### src/rtl/branch_train_unit.sv
// 64-entry 2-bit branch history table: fetch lookup is combinational, training is 1 cycle after resolve.
// No backpressure: one resolve per cycle is trained, and mispredict/redirect are combinational.
module branch_train_unit #(
  parameter int PC_WIDTH  = 32,
  parameter int IDX_BITS  = 6,
  parameter int CNT_WIDTH = 32
) (
  input  logic                 clk_i,
  input  logic                 rst_n_i,
  input  logic [PC_WIDTH-1:0]  F_PC_i,
  output logic                 F_train_predict_o,
  input  logic                 E_valid_i,
  input  logic                 E_op_branch_i,
  input  logic [PC_WIDTH-1:0]  E_PC_i,
  input  logic                 E_predict_i,
  input  logic                 E_taken_i,
  input  logic [PC_WIDTH-1:0]  E_target_i,
  output logic                 E_mispredict_o,
  output logic [PC_WIDTH-1:0]  E_redirect_pc_o,
  output logic [CNT_WIDTH-1:0] br_count_o,
  output logic [CNT_WIDTH-1:0] mispred_count_o
);

  localparam int ENTRIES = 1 << IDX_BITS;

  logic [1:0]           bht_q [ENTRIES];
  logic [IDX_BITS-1:0]  f_idx;
  logic [IDX_BITS-1:0]  e_idx;
  logic                 res;
  logic [1:0]           cur_ctr;
  logic [1:0]           nxt_ctr;
  logic [CNT_WIDTH-1:0] br_count_q;
  logic [CNT_WIDTH-1:0] br_count_d;
  logic [CNT_WIDTH-1:0] mispred_count_q;
  logic [CNT_WIDTH-1:0] mispred_count_d;
  logic                 unused_fpc_bits;

  assign f_idx           = F_PC_i[IDX_BITS+1:2];
  assign e_idx           = E_PC_i[IDX_BITS+1:2];
  assign unused_fpc_bits = ^{F_PC_i[PC_WIDTH-1:IDX_BITS+2], F_PC_i[1:0]};

  // Reads the registered table only, so a same-cycle write to this entry is not visible yet.
  assign F_train_predict_o = bht_q[f_idx][1];

  assign res             = E_valid_i & E_op_branch_i;
  assign E_mispredict_o  = res & (E_predict_i != E_taken_i);
  assign E_redirect_pc_o = E_taken_i ? E_target_i : E_PC_i + PC_WIDTH'(4);

  assign cur_ctr = bht_q[e_idx];

  always_comb begin
    nxt_ctr = cur_ctr;
    if (E_taken_i) begin
      if (cur_ctr != 2'b11) nxt_ctr = cur_ctr + 2'b01;
    end else begin
      if (cur_ctr != 2'b00) nxt_ctr = cur_ctr - 2'b01;
    end
  end

  always_ff @(posedge clk_i or negedge rst_n_i) begin
    if (!rst_n_i) begin
      for (int i = 0; i < ENTRIES; i++) bht_q[i] <= 2'b01;
    end else if (res) begin
      bht_q[e_idx] <= nxt_ctr;
    end
  end

  // Performance counters stick at all-ones instead of wrapping.
  assign br_count_d      = (&br_count_q) ? br_count_q : br_count_q + CNT_WIDTH'(1);
  assign mispred_count_d = (&mispred_count_q) ? mispred_count_q : mispred_count_q + CNT_WIDTH'(1);

  always_ff @(posedge clk_i or negedge rst_n_i) begin
    if (!rst_n_i) begin
      br_count_q      <= '0;
      mispred_count_q <= '0;
    end else begin
      if (res)            br_count_q      <= br_count_d;
      if (E_mispredict_o) mispred_count_q <= mispred_count_d;
    end
  end

  assign br_count_o      = br_count_q;
  assign mispred_count_o = mispred_count_q;

endmodule

### config.mk
export PLATFORM = sky130hd
export DESIGN_NAME = branch_train_unit
export DESIGN_NICKNAME = d
export VERILOG_FILES = /design/src/rtl/branch_train_unit.sv
export SDC_FILE = /design/constraint.sdc
export NUM_CORES = 1
export LEC_CHECK = 0
export ABC_CLOCK_PERIOD_IN_PS = 7850
export BUFFER_PORTS_ARGS = -buffer_cell sky130_fd_sc_hd__buf_2
export CAP_MARGIN = 20
export CELL_PAD_IN_SITES_DETAIL_PLACEMENT = 1
export CELL_PAD_IN_SITES_GLOBAL_PLACEMENT = 1
export CORE_UTILIZATION = 40
export DETAILED_ROUTE_END_ITERATION = 7
export PLACE_DENSITY = 0.82
export REMOVE_ABC_BUFFERS = 1
export SLEW_MARGIN = 10
export SYNTH_ARGS = -nofsm -noshare
export SYNTH_HDL_FRONTEND = slang
export SYNTH_SLANG_ARGS = --single-unit
### constraint.sdc
create_clock -name clk_i -period 7.85 [get_ports clk_i]
set_input_delay 1.1775 -clock clk_i [delete_from_list [all_inputs] [get_ports clk_i]]
set_output_delay 1.1775 -clock clk_i [all_outputs]
set_load 0.03 [all_outputs]
==> results.rst <==
.. list-table::
   :header-rows: 1

   * - Metric
     - Value
   * - Outcome
     - complete, no violations
   * - Pin count of the biggest net entering global routing
     - 112
   * - Cell chosen for the clock root
     - clkbuf_16
   * - Final setup viols
     - 0
   * - Post-synthesis simple-gate area fraction
     - 17.9%
   * - Die boundary height
     - 165 um
   * - Fraction of synthesized cell area taken by the top area cell type
     - 30.2%
   * - Total of buffers placed on input and output ports
     - 173
   * - GRT Util Overall
     - 24.2%
   * - Req. time, crit path
     - 6.67 ns
   * - Area of the core region
     - 26100 um2
   * - Mux contribution to synthesized area
     - 12.2%
   * - Dpl cell area
     - 11700 um2
   * - Top post-synthesis cells by area
     - dfrtp_1, dfstp_2, mux4_2, nand2_1, xnor2_1
   * - Area overhead of the layout relative to synthesis
     - 15.6%
   * - Fraction of the mapped netlist area in compound gates
     - 12.4%
   * - Effective utilization at floorplan
     - 40.7%
   * - Leftover overflow at the end of global routing
     - 0
   * - Iteration count of the initial detailed-routing pass
     - 5
   * - Count of distinct cell types in the synthesized netlist
     - 45
   * - Worst vdd rail ir drop
     - 0.140 mV
   * - Worst Skew
     - 0.0147 ns
   * - Via count of the first global-routing pass
     - 9418
   * - Number of placed I/O pins
     - 200
   * - Clock H-tree levels
     - 4
   * - Average via count per standard cell
     - 5.71
   * - DRT Wirelength
     - 32.0 mm
   * - Number of setup buffers added after CTS
     - 0
   * - Cts bufs inserted
     - 17
   * - Final standard cell count with taps included and fillers excluded
     - 1569
   * - Number of nets in the final layout
     - 1326
   * - Insertion delay to the later sink of the worst-skew pair
     - 0.44 ns
   * - Cell type with the highest aggregate area in the netlist
     - dfrtp_1
   * - Diodes inserted
     - 0
   * - Number of clock sinks
     - 192
   * - Static Leakage
     - 5.30 nW
   * - Max-cap violations
     - 0
   * - Num rows
     - 59
   * - Pins over their slew limit
     - 0
   * - Primary FF master, synth
     - dfrtp_1
   * - Clk pin slew, worst setup/hold paths
     - 0.07 ns
   * - Arrival time at the worst endpoint
     - 3.92 ns
   * - Mapped Area
     - 10600 um2
   * - Minimum period implied by the final worst setup slack
     - 5.10 ns
   * - Detailed-placement wirelength estimate
     - 21.8 mm
   * - Via total after detailed routing
     - 8966
   * - Number of buffers added to fix hold violations after cts
     - 0
   * - Unrepaired setup endpoints after global routing
     - no
   * - Placer Congestion
     - 0.805
   * - Sequential-to-total area share from yosys stat
     - 46.0%
   * - Initial antenna violation count
     - 0
   * - Total power divided by cell area
     - 215 nW/um2
   * - Dpl cells
     - 1536
   * - Number of gates given a new drive strength after cts
     - 0
   * - Detailed-route DRC error count
     - 0
   * - Average size of a mapped cell
     - 9.71 um2
   * - Routed WL per cell
     - 20.4 um
   * - Final cycle utilization of the critical path
     - 65.0%
   * - Fraction of registers with async set/reset
     - 100%
   * - Kind of start point of the critical path
     - primary input
   * - Register-to-register setup slack
     - 4.75 ns
   * - Overall die width
     - 165 um
   * - Die footprint
     - 27200 um2
   * - Yosys warns
     - 0
   * - First-pass GRT wire length
     - 50.4 mm
   * - Flops & latches, synth
     - 192
   * - Hold WC Path Type
     - flip-flop to flip-flop
   * - Number of instances in the synthesized netlist
     - 1093
   * - Ratio of cells with drive above 1 in the final layout
     - 27.8%
   * - Total negative setup slack
     - 0 ns
   * - Number of synthesized flops with an enable pin
     - 0
   * - Share of synthesized cell area in full adder, half adder and majority cells
     - 0.554%
   * - CTS tree
     - done
   * - Critical path capture point type
     - primary output
   * - Buffer levels on the longest clock path
     - 2
   * - Classification of the worst setup path
     - primary input to primary output
   * - Antenna-violating nets left
     - 0
   * - Final-report hold violation count
     - 0
   * - Achievable frequency
     - 0.196 GHz
   * - Worst-Margin Slew
     - 1.06 ns
   * - Final std cell area, no fill
     - 12300 um2
   * - Xor-xnor portion of the synthesized cell area
     - 7.35%
   * - Maximum fanout along the worst path
     - 26
   * - Detailed router's first-iteration violation count
     - 464
   * - Slew margin rel.
     - 29.2%
   * - Combinational family with the most area after synthesis
     - simple AND/OR/NAND/NOR gates
## Yosys cell counts, types with 2 or more instances
master and number:
nand3b_1 2, xnor2_1 62, nor3_1 9, buf_4 3, a221oi_1 5, and3b_1 2
a31oi_1 22, buf_2 11, nand2b_1 5, buf_1 8, o31ai_1 4, nand4_1 23
mux2_2 7, xor2_1 27, and2_1 9, mux4_2 38, mux2i_1 36, a21oi_1 65
dfstp_2 64, nor4_1 6, and4_1 12, nand2_1 162, nor2b_1 5, and2_0 2
o21ai_0 99, nand3_1 43, dfrtp_1 128, buf_6 4, clkbuf_1 48, inv_1 12
a22oi_1 9, and3_1 20, or4_1 2, nor2_1 112, o31ai_2 14, nor3b_1 2
ha_1 3
## area by class of cell
| cell class | instances | area (um2) |
|---|---|---|
| fillers | 3002 | 13800 |
| multi-input cells | 815 | 5360 |
| flip-flops and latches | 192 | 4880 |
| repair buffers | 183 | 965 |
| clock buffers | 17 | 425 |
| well taps | 335 | 419 |
| clock inverters | 15 | 169 |
| inverters | 12 | 45.0 |
## layout by cell type, fill, tap and decap left out, types with 3 or more instances in the layout
cell type / instances
a21oi_1: 65
a221oi_1: 5
a22oi_1: 9
a31oi_1: 22
and2_1: 9
and3_1: 20
and4_1: 12
buf_2: 171
buf_4: 10
clkbuf_16: 17
dfrtp_1: 128
dfstp_2: 64
ha_1: 3
inv_1: 12
inv_6: 7
mux2_2: 7
mux2i_1: 36
mux4_2: 38
nand2_1: 162
nand2b_1: 5
nand3_1: 43
nand4_1: 23
nor2_1: 112
nor2b_1: 5
nor3_1: 8
nor4_1: 5
o21ai_0: 99
o31ai_1: 4
o31ai_2: 14
xnor2_1: 62
xor2_1: 27
## critical path: stages
cell and delay [ns]:
buf_2 0.57, and3_1 0.50, nand4_1 0.31, nor2_1 0.26, and3_1 0.30, nand2_1 0.09, xor2_1 0.14, o21ai_0 0.29
buf_2 0.27
## state kept, by name, summed over array words and instances, names as in the netlist
register / flops
bht_q: 128
br_count_o: 32
mispred_count_o: 32
## logic make-up (layout without fill, tap and decap cells)
family                   count (synthesis)  in the layout
AO/OA/AOI/OAI                          223            223
multiplexers                            81             81
AND/OR/NAND/NOR                        417            417
buffers and inverters                   86            227
adder cells (fa/ha/maj)                  5              5
flip-flops                             192            192
XOR/XNOR                                89             89
## metrics by stage
step / utilization [%] / setup slack, ns / power [mW] / hold WS (ns)
4_1_cts: 47.0 / 2.74 / 2.66 / 0.483
3_3_place_gp: 44.7 / 2.78 / 1.73 / 0.463
5_1_grt: 47.1 / 2.55 / 2.75 / 0.504
2_1_floorplan: - / 3.62 / 1.53 / 0.455
3_5_place_dp: 44.7 / 2.73 / 1.76 / 0.472
6_report: 47.1 / 2.75 / 2.63 / 0.480
## layer usage
layer	GRT usage, %	part of all wire [%]	wire length [um]	vias up
met3	6.15	7.6	2430	52
met4	7.67	2.2	713	0
met1	29.2	41	13100	4457
li1	-	-	-	4104
met2	41.9	49	15800	353
met5	0	0	0	-
## worst paths after layout
kind	from	endpoint	depth (start not counted)
min	bht_q[126]$_DFFE_PN1P_	bht_q[126]$_DFFE_PN1P_	2
max	E_PC_i[4]	E_redirect_pc_o[25]	9
max reg2reg	bht_q[121]$_DFFE_PN0P_	bht_q[40]$_DFFE_PN1P_	7
min reg2reg	bht_q[126]$_DFFE_PN1P_	bht_q[126]$_DFFE_PN1P_	2
max in group asynchronous	rst_n_i	mispred_count_o[30]$_DFFE_PN0P_	3
min in group asynchronous	rst_n_i	br_count_o[20]$_DFFE_PN0P_	1
## power breakdown
group          internal (mW)  switching [mW]
Combinational          0.195           0.332
Sequential              1.12          0.0978
Clock                  0.455           0.436
Total                   1.77           0.865
No activity file was read; power rests on OpenSTA's default activity.
